**src/rtl/uart_pkg.sv**
```systemverilog
// Shared UART definitions: frame sequencer states, default sizing, line levels, parity.
package uart_pkg;

   localparam int unsigned OVERSAMPLE_DEF = 16;
   localparam int unsigned DATA_BITS_DEF  = 8;
   localparam int unsigned PARITY_W       = 32;

   localparam logic START_BIT = 1'b0;
   localparam logic STOP_BIT  = 1'b1;

   // Frame sequencer states, common to transmitter and receiver
   typedef enum logic [2:0] {
      ST_IDLE,
      ST_START,
      ST_DATA,
      ST_PARITY,
      ST_STOP,
      ST_WAIT_IDLE
   } uart_state_e;

   // Even parity bit for a data word (zero-extended to PARITY_W by the caller)
   function automatic logic even_parity(input logic [PARITY_W-1:0] data);
      return ^data;
   endfunction

endpackage

```
**src/rtl/uart_rx_if.sv**
```systemverilog
// Host-side receive handshake: byte, status flags and the valid/ack pair.
interface uart_rx_if
   import uart_pkg::*;
#(
   parameter int unsigned DATA_BITS = DATA_BITS_DEF
);
   logic [DATA_BITS-1:0] d_out;
   logic                 rx_valid;
   logic                 parity_err;
   logic                 frame_err;
   logic                 overrun;
   logic                 rx_ack;

   modport master (
      output d_out,
      output rx_valid,
      output parity_err,
      output frame_err,
      output overrun,
      input  rx_ack
   );

   modport slave (
      input  d_out,
      input  rx_valid,
      input  parity_err,
      input  frame_err,
      input  overrun,
      output rx_ack
   );
endinterface

```
**src/rtl/uart_sync2.sv**
```systemverilog
// Two-flop synchroniser for an asynchronous single-bit input; resets to RST_VAL.
module uart_sync2 #(
   parameter logic RST_VAL = 1'b1
) (
   input  logic clk,
   input  logic clrn,
   input  logic d,
   output logic q
);
   logic meta;

   // Metastability filter: d -> meta -> q
   always_ff @(posedge clk or negedge clrn) begin
      if (!clrn) begin
         meta <= RST_VAL;
         q    <= RST_VAL;
      end else begin
         meta <= d;
         q    <= meta;
      end
   end
endmodule

```
**src/rtl/uart_rx.sv**
```systemverilog
// Oversampled UART receiver: start, LSB-first data, optional even parity, stop.
// Presents each byte with error flags on a valid/ack handshake.
module uart_rx
   import uart_pkg::*;
#(
   parameter int unsigned OVERSAMPLE = OVERSAMPLE_DEF,
   parameter int unsigned DATA_BITS  = DATA_BITS_DEF,
   parameter bit          PARITY_EN  = 1'b1
) (
   input  logic       clk_uart,
   input  logic       clrn,
   input  logic       rxd,
   uart_rx_if.master  host,
   output logic       receiving
);
   localparam int unsigned CNT_W     = $clog2(OVERSAMPLE);
   localparam int unsigned BIT_W     = $clog2(DATA_BITS + 1);
   localparam int unsigned HALF_LAST = OVERSAMPLE / 2 - 1;
   localparam int unsigned OS_LAST   = OVERSAMPLE - 1;
   localparam int unsigned BIT_LAST  = DATA_BITS - 1;

   logic                 rxd_s;

   uart_state_e          state, state_nxt;
   logic [CNT_W-1:0]     cnt, cnt_nxt;
   logic [BIT_W-1:0]     bit_cnt, bit_cnt_nxt;
   logic [DATA_BITS-1:0] shreg, shreg_nxt;
   logic                 perr, perr_nxt;

   logic [DATA_BITS-1:0] d_out_q, d_out_nxt;
   logic                 valid_q, valid_nxt;
   logic                 perr_flag_q, perr_flag_nxt;
   logic                 ferr_q, ferr_nxt;
   logic                 ovr_q, ovr_nxt;
   logic                 receiving_nxt;

   uart_sync2 #(
      .RST_VAL (1'b1)
   ) u_sync (
      .clk  (clk_uart),
      .clrn (clrn),
      .d    (rxd),
      .q    (rxd_s)
   );

   // State, datapath and host-facing registers
   always_ff @(posedge clk_uart or negedge clrn) begin
      if (!clrn) begin
         state       <= ST_IDLE;
         cnt         <= '0;
         bit_cnt     <= '0;
         shreg       <= '0;
         perr        <= 1'b0;
         d_out_q     <= '0;
         valid_q     <= 1'b0;
         perr_flag_q <= 1'b0;
         ferr_q      <= 1'b0;
         ovr_q       <= 1'b0;
         receiving   <= 1'b0;
      end else begin
         state       <= state_nxt;
         cnt         <= cnt_nxt;
         bit_cnt     <= bit_cnt_nxt;
         shreg       <= shreg_nxt;
         perr        <= perr_nxt;
         d_out_q     <= d_out_nxt;
         valid_q     <= valid_nxt;
         perr_flag_q <= perr_flag_nxt;
         ferr_q      <= ferr_nxt;
         ovr_q       <= ovr_nxt;
         receiving   <= receiving_nxt;
      end
   end

   // Frame sequencing, sampling and handshake next-state logic
   always_comb begin
      state_nxt     = state;
      cnt_nxt       = cnt;
      bit_cnt_nxt   = bit_cnt;
      shreg_nxt     = shreg;
      perr_nxt      = perr;
      d_out_nxt     = d_out_q;
      valid_nxt     = valid_q;
      perr_flag_nxt = perr_flag_q;
      ferr_nxt      = ferr_q;
      ovr_nxt       = ovr_q;

      // Host consumed the byte; a coinciding frame completion below may reload it
      if (host.rx_ack && valid_q) begin
         valid_nxt = 1'b0;
         ovr_nxt   = 1'b0;
      end

      case (state)
         ST_IDLE: begin
            if (rxd_s == START_BIT) begin
               state_nxt = ST_START;
               cnt_nxt   = '0;
            end
         end

         ST_START: begin
            // Re-check at mid start bit to reject glitches
            if (cnt == CNT_W'(HALF_LAST)) begin
               cnt_nxt     = '0;
               bit_cnt_nxt = '0;
               state_nxt   = (rxd_s == START_BIT) ? ST_DATA : ST_IDLE;
            end else begin
               cnt_nxt = cnt + CNT_W'(1);
            end
         end

         ST_DATA: begin
            if (cnt == CNT_W'(OS_LAST)) begin
               cnt_nxt   = '0;
               shreg_nxt = DATA_BITS'({rxd_s, shreg} >> 1);
               if (bit_cnt == BIT_W'(BIT_LAST)) begin
                  bit_cnt_nxt = '0;
                  state_nxt   = PARITY_EN ? ST_PARITY : ST_STOP;
               end else begin
                  bit_cnt_nxt = bit_cnt + BIT_W'(1);
               end
            end else begin
               cnt_nxt = cnt + CNT_W'(1);
            end
         end

         ST_PARITY: begin
            if (cnt == CNT_W'(OS_LAST)) begin
               cnt_nxt   = '0;
               perr_nxt  = rxd_s ^ even_parity(PARITY_W'(shreg));
               state_nxt = ST_STOP;
            end else begin
               cnt_nxt = cnt + CNT_W'(1);
            end
         end

         ST_STOP: begin
            if (cnt == CNT_W'(OS_LAST)) begin
               cnt_nxt = '0;
               // Unread byte still held: keep it, drop the new frame, flag overrun
               if (valid_q && !host.rx_ack) begin
                  ovr_nxt = 1'b1;
               end else begin
                  d_out_nxt     = shreg;
                  valid_nxt     = 1'b1;
                  perr_flag_nxt = PARITY_EN && perr;
                  ferr_nxt      = (rxd_s != STOP_BIT);
               end
               state_nxt = (rxd_s == STOP_BIT) ? ST_IDLE : ST_WAIT_IDLE;
            end else begin
               cnt_nxt = cnt + CNT_W'(1);
            end
         end

         ST_WAIT_IDLE: begin
            // Hold off through a break so a held-low line cannot retrigger
            if (rxd_s == STOP_BIT) begin
               state_nxt = ST_IDLE;
            end
         end

         default: begin
            state_nxt = ST_IDLE;
         end
      endcase

      receiving_nxt = (state_nxt == ST_START) || (state_nxt == ST_DATA) ||
                      (state_nxt == ST_PARITY) || (state_nxt == ST_STOP);
   end

   assign host.d_out      = d_out_q;
   assign host.rx_valid   = valid_q;
   assign host.parity_err = perr_flag_q;
   assign host.frame_err  = ferr_q;
   assign host.overrun    = ovr_q;

endmodule

```
**src/flat_wrapper.sv**
```systemverilog
// flat-port wrapper written by rule: the top's interface ports become plain ports
module uart_rx_flat import uart_pkg::*;
#(
   parameter int unsigned OVERSAMPLE = OVERSAMPLE_DEF,
   parameter int unsigned DATA_BITS  = DATA_BITS_DEF,
   parameter bit          PARITY_EN  = 1'b1
)
  (clk_uart, clrn, rxd, receiving, host_d_out, host_rx_valid, host_parity_err, host_frame_err, host_overrun, host_rx_ack);
  uart_rx_if #(.DATA_BITS(DATA_BITS)) host_i ();
  input  logic clk_uart;
  input  logic clrn;
  input  logic rxd;
  output logic receiving;
  output wire logic [$bits(host_i.d_out)-1:0] host_d_out;
  output wire logic [$bits(host_i.rx_valid)-1:0] host_rx_valid;
  output wire logic [$bits(host_i.parity_err)-1:0] host_parity_err;
  output wire logic [$bits(host_i.frame_err)-1:0] host_frame_err;
  output wire logic [$bits(host_i.overrun)-1:0] host_overrun;
  input wire logic [$bits(host_i.rx_ack)-1:0] host_rx_ack;
  assign host_d_out = host_i.d_out;
  assign host_rx_valid = host_i.rx_valid;
  assign host_parity_err = host_i.parity_err;
  assign host_frame_err = host_i.frame_err;
  assign host_overrun = host_i.overrun;
  assign host_i.rx_ack = host_rx_ack;
  uart_rx #(.OVERSAMPLE(OVERSAMPLE), .DATA_BITS(DATA_BITS), .PARITY_EN(PARITY_EN)) u_core (.clk_uart(clk_uart), .clrn(clrn), .rxd(rxd), .host(host_i), .receiving(receiving));
endmodule
```
**config.mk**
```make
export PLATFORM = sky130hd
export DESIGN_NAME = uart_rx_flat
export DESIGN_NICKNAME = d
export VERILOG_FILES = /design/src/rtl/uart_pkg.sv /design/src/rtl/uart_rx_if.sv /design/src/rtl/uart_sync2.sv /design/src/rtl/uart_rx.sv /design/src/flat_wrapper.sv
export SDC_FILE = /design/constraint.sdc
export NUM_CORES = 1
export LEC_CHECK = 0
export CAP_MARGIN = 0
export CORE_AREA = 2 2 63 65
export CTS_CLUSTER_SIZE = 40
export DETAILED_ROUTE_END_ITERATION = 8
export DIE_AREA = 0 0 65 67
export DONT_BUFFER_PORTS = 1
export GPL_TIMING_DRIVEN = 0
export HOLD_SLACK_MARGIN = 0.15
export PLACE_DENSITY = 0.73
export RECOVER_POWER = 100
export REMOVE_ABC_BUFFERS = 1
export SETUP_SLACK_MARGIN = 0.5
export SLEW_MARGIN = 20
export SYNTH_ARGS = -nofsm -noshare
export SYNTH_HDL_FRONTEND = slang
export SYNTH_HIERARCHICAL = 1
export SYNTH_SLANG_ARGS = --single-unit
```
**constraint.sdc**
```tcl
create_clock -name clk_uart -period 3.5 [get_ports clk_uart]
set_input_delay 0.525 -clock clk_uart [delete_from_list [all_inputs] [get_ports clk_uart]]
set_output_delay 0.525 -clock clk_uart [all_outputs]
set_load 0.05 [all_outputs]
```
Word-level counts from Yosys, hierarchy flattened
Index checks and enable logic that the tools add are counted.
Widths: inputs -> output; s select.
{"block": "totals", "register_bits": 35, "in_bits": 4, "output_inout_bits": 13}
{"block": "classes", "reduce_logical": 16, "muxes": 26, "eq_ne": 15, "bitwise": 3, "n_addsub": 2}
{"cell": "$reduce_xor 32->1", "n": 1}
{"cell": "$mux 3", "n": 8}
{"cell": "$mux 4", "n": 6}
{"cell": "$pmux 3 s6", "n": 1}
{"cell": "$eq 3x2->1 const B", "n": 4}
{"cell": "$pmux 4 s3", "n": 1}
{"cell": "$eq 3x3->1 const B", "n": 3}
{"cell": "$add 4x1->4 const B", "n": 2}
{"cell": "$eq 4x3->1 const B", "n": 2}
{"cell": "$mux 1", "n": 8}
{"cell": "$pmux 4 s2", "n": 1}
{"cell": "$eq 3x1->1 const B", "n": 2}
{"cell": "$reduce_and 2->1", "n": 3}
{"cell": "$reduce_and 3->1", "n": 2}
{"cell": "$eq 4x4->1 const B", "n": 1}
{"cell": "$ne 2x1->1 const B", "n": 2}
{"cell": "$logic_not 3->1", "n": 1}
{"cell": "$logic_or 1x1->1", "n": 3}
{"cell": "$reduce_bool 3->1", "n": 1}
{"cell": "$reduce_or 3->1", "n": 1}
{"cell": "$logic_and 1x1->1", "n": 2}
{"cell": "$mux 2", "n": 1}
{"cell": "$ne 2x2->1 const B", "n": 1}
{"cell": "$not 1->1", "n": 2}
{"cell": "other kinds (3)", "n": 3}

Depth between registers and ports, before layout
{"block": "logic_depth", "word_depth": 8, "mapped_depth": 7}

Cells and area by module
Netlist, hierarchy kept.
{"mod": "uart_rx", "cells_each": 143, "seq_area_each_um2": 825.8, "area_each_um2": 1700.4, "n_inst": 1}
{"mod": "uart_sync2", "cells_each": 2, "seq_area_each_um2": 52.6, "area_each_um2": 52.6, "n_inst": 1}

Worst setup path before layout
No wires, ideal clock.
{"block": "synth_timing", "path_type": "reg2reg", "startpoint": "register u_core.cnt[0]", "endpoint": "register u_core.receiving", "path_slack_ps": 1848, "arrival_time_ps": 1528, "stages_incl_launch_ff": 7, "t_required_ps": 3376, "path_cell_list": "dfrtp_1 -> ha_1 -> and3_1 -> buf_4 -> nand2_4 -> o221ai_1 -> o31a_1"}
{"block": "synth_via", "elab_chain_len": 7, "word_cells_on_any_way": 14}
{"item": "start: declaration", "line_no": "uart_rx.sv:25", "source": "logic [CNT_W-1:0] cnt, cnt_nxt;"}
{"item": "start signal: assignment", "line_no": "uart_rx.sv:62", "source": "cnt <= cnt_nxt;"}
{"item": "$eq 4x4->1 / $eq 4x3->1 (equally long branches)"}
{"item": "$mux 3 (on tied branches)"}
{"item": "$pmux 3 s6 *", "line_no": "uart_rx.sv:94", "source": "case (state)"}
{"item": "$eq 3x1->1 / $eq 3x2->1 (equally long branches)", "line_no": "uart_rx.sv:168", "source": "receiving_nxt = (state_nxt == ST_START) || (state_nxt == ST_DATA) ||"}
{"item": "$logic_or 1x1->1 (2 in series)", "line_no": "uart_rx.sv:168"}
{"item": "$logic_or 1x1->1 *", "line_no": "uart_rx.sv:169", "source": "(state_nxt == ST_PARITY) || (state_nxt == ST_STOP);"}
{"item": "named net u_core.receiving_nxt", "line_no": "uart_rx.sv:35", "source": "logic receiving_nxt;"}
{"item": "end signal: assignment", "line_no": "uart_rx.sv:71", "source": "receiving <= receiving_nxt;"}
{"item": "end: declaration", "line_no": "uart_rx.sv:14", "source": "output logic receiving"}
The timed path passes the listed nets; every way through them passes the cells marked *.
A chain may end at the register's enable or synchronous reset.

==> impl_metrics.tcl <==
set metrics [dict create \
    final-max-slew-violation-count 36 \
    failed_checks "capacitance limit, slew limit" \
    synth-simple-area-share_pct 13.8 \
    comb_power_share_pct 23.1 \
    grt_pass1_wl_mm 5.03 \
    cts_buffers 5 \
    cp_top_family "buffers and inverters" \
    synth_edf_count 0 \
    critPathLaunchType "primary input" \
    io_pins 17 \
    insertion_delay_ns 0.28 \
    r2r_start "u_core/cnt[0]" \
    p_leak_uw 0.000833 \
    synth_xor_area_share_pct 5.28 \
    crit_chain "dlygate4sd3_1, clkbuf_1" \
    vias 1075 \
    synth_top_family_by_area "simple AND/OR/NAND/NOR gates" \
    synth_seq_area_share_pct 50.1 \
    clk_pin_slew_ns 0.06 \
    drtAntennaViolNets 0 \
    root_buffer "clkbuf_8" \
    tritoncts "built" \
    post_drt_via_cell_ratio 5.51 \
    crit_end "u_core/host.frame_err" \
    chipHeight_um 67 \
    reg2reg_to "u_core/host.d_out[1]" \
    hold_path_class "in2reg" \
    n_antenna_cell 0 \
    seqPwrFrac_pct 52.4 \
    gp_congestion 0.845 \
    wl_per_cell_um 14.6 \
    clock.fmax_ghz 0.429 \
    areaGrowthSynthToFinish_pct 1.36 \
    p_clk_share_pct 24.5 \
    rsz0062_at_grt "false" \
    cpMaxStageDelayCell "clkbuf_1" \
    synth_compound_area_share_pct 11.2 \
    power_density_nw_per_um2 621 \
    power.switching_uw 373 \
    coreArea_um2 3610 \
    grtUsageTotal_pct 15.8 \
    critPathBufInv 2 \
    drv_cap 1 \
    crit_start "clrn" \
    finalNetCount 152 \
    grt_pass1_vias 1070 \
    cp_max_fo 35 \
    grt_antenna_before_repair 0 \
    yosysMostFrequentCell "dfrtp_1" \
    final_hold_viol_count 0 \
    setup_viol 0 \
    reg2reg_slack_ns 1.24 \
    hold_ws_ns 0.239 \
    cts_resized 0 \
    synth.distinct_cells 41 \
    die_area_um2 4360 \
    arrival_ns 2.37 \
    period_share_pct 66.5 \
    port_buffers 0 \
    synthAdderAreaFrac_pct 1.43 \
    finalWirelength_mm 2.85 \
    synth_cells 145 \
    critical_path_class "in2async" \
    gr-total-overflow 0 \
    synthArstFlopShare_pct 100 \
    syn_avg_cell_area_um2 12.1 \
    endpoint_kind "async pin" \
    drive_gt1_share_pct 6.80 \
    p_int_uw 729 \
    worst_pin_slew_ns 1.81 \
    synth_warnings 6 \
    muxShareOfSynthArea_pct 13.3 \
    design_power_total_uw 1100 \
    clockBufferDepth 2 \
    initial_core_util_pct 48.6 \
    max_slew_margin_pct -20.7 \
    skew_ns 0.00448 \
    syn-cell-area_um2 1750 \
    outcome "finished with violations" \
    synthTopCellsByCount "dfrtp_1 (33), nand2_1 (11), mux2_1 (9)" \
    num_rows 22 \
    synth_area_leader_cell "dfrtp_1" \
    setup_tns_ns 0 \
    grt_max_degree 36 \
    drc_errors 0 \
    drt_iter0_drc 40 \
    period_needed_ns 2.33 \
    synth-seq-cells 35 \
    synth_top_area_share_pct 47.1 \
    cpPeakStageDelay_ns 1.31 \
    fin_cells 195 \
    die_x_um 65 \
    synth_area_leaders "dfrtp_1 (47%), mux2_4 (6.9%), mux2_1 (5.8%)" \
    worst_ir_drop_vdd_mv 0.350 \
    cp.depth 2 \
    place_inst 185 \
    critPathRequiredTime_ns 3.55 \
    yosys_most_used_dff "dfrtp_1" \
    htree_levels 2 \
    swShare_pct 33.9 \
    dpl.hpwl_mm 1.96 \
    ff2ff_path_depth 4 \
    drt_first_pass_iters 4 \
    cts_num_sinks 35 \
]
-- sequential cells by signal, summed over array words and instances (netlist names) --
signal                  cells
u_core/bit_cnt              4
u_core/cnt                  4
u_core/host.d_out           8
u_core/host.frame_err       1
u_core/host.overrun         1
u_core/host.parity_err      1
u_core/host.rx_valid        1
u_core/perr                 1
u_core/receiving            1
u_core/shreg                8
u_core/state                3
u_core/u_sync/meta          1
u_core/u_sync/q             1
-- metrics by stage --
step / setup WS [ns] / utilization (%) / area (µm²)
final: 1.17 / 49.3 / 1780
after global routing: 0.725 / 49.3 / 1780
after CTS: 1.46 / 51.2 / 1850
after detailed placement: 1.47 / 48.1 / 1730
after global placement: 1.53 / 48.1 / 1730
after floorplan: 1.73 / - / 1670
-- repair_timing --
item / in CTS / in global routing
hold endpoints to repair: 35 / 0
setup buffers: 0 / 0
hold buffers: 2 / 0
-- layout by cell type (no fill, tap or decap), types with 2 or more instances in the layout --
cell	n
a31oi_1	2
xor2_1	2
nand2b_1	4
o21ai_0	7
and2_1	2
clkbuf_8	5
nand3_1	7
inv_1	2
or3_1	2
xnor2_1	6
o221ai_1	2
nand3b_1	2
o21a_1	3
mux2_1	17
dfstp_2	2
a21oi_1	4
ha_1	2
nor2_1	6
nand2_1	12
o21ai_1	3
dfrtp_1	33
a41oi_1	2
clkbuf_1	3
-- power groups by stage --
stage,Sequential [µW],Combinational [µW],Clock (µW)
4_1_cts,578,270,281
3_5_place_dp,585,257,0
3_3_place_gp,581,242,0
6_report,578,255,270
2_1_floorplan,562,220,0
5_1_grt,588,292,298
-- routing by layer --
metal | part of all wire, % | routed length, µm | GRT usage [%] | up-vias
met1 | 47 | 1330 | 19.8 | 520
met3 | 4.7 | 135 | 5.07 | 7
li1 | - | - | - | 521
met4 | 2.1 | 61 | 8.78 | 0
met2 | 46 | 1320 | 24.0 | 27
met5 | 0 | 0 | 0 | -
-- worst min-delay path by stage --
stage          depth (start not counted)  startpoint  slack [ns]                   end
2_1_floorplan                          0        clrn        0.23     u_core/bit_cnt[0]
3_3_place_gp                           0        clrn        0.23  u_core/host.d_out[3]
3_5_place_dp                           0        clrn        0.23       u_core/shreg[3]
4_1_cts                                0         rxd        0.23    u_core/u_sync/meta
5_1_grt                                0         rxd        0.22    u_core/u_sync/meta
6_report                               0         rxd        0.24    u_core/u_sync/meta
-- kinds of logic after synthesis --
| family | count (synthesis) |
|---|---|
| AND/OR/NAND/NOR | 41 |
| flip-flops | 35 |
| AO/OA/AOI/OAI | 30 |
| multiplexers | 18 |
| buffers and inverters | 10 |
| XOR/XNOR | 9 |
| adder cells (fa/ha/maj) | 2 |
-- area by class of cell --
type	instances	area, µm²
Tap cell	48	60.1
Timing Repair Buffer	2	13.8
Multi-Input combinational cell	100	736
Clock buffer	7	76.3
Fill cell	343	1830
Sequential cell	35	878
Inverter	2	7.51
Clock inverter	1	5.00
(Power assumes the default switching activity.)
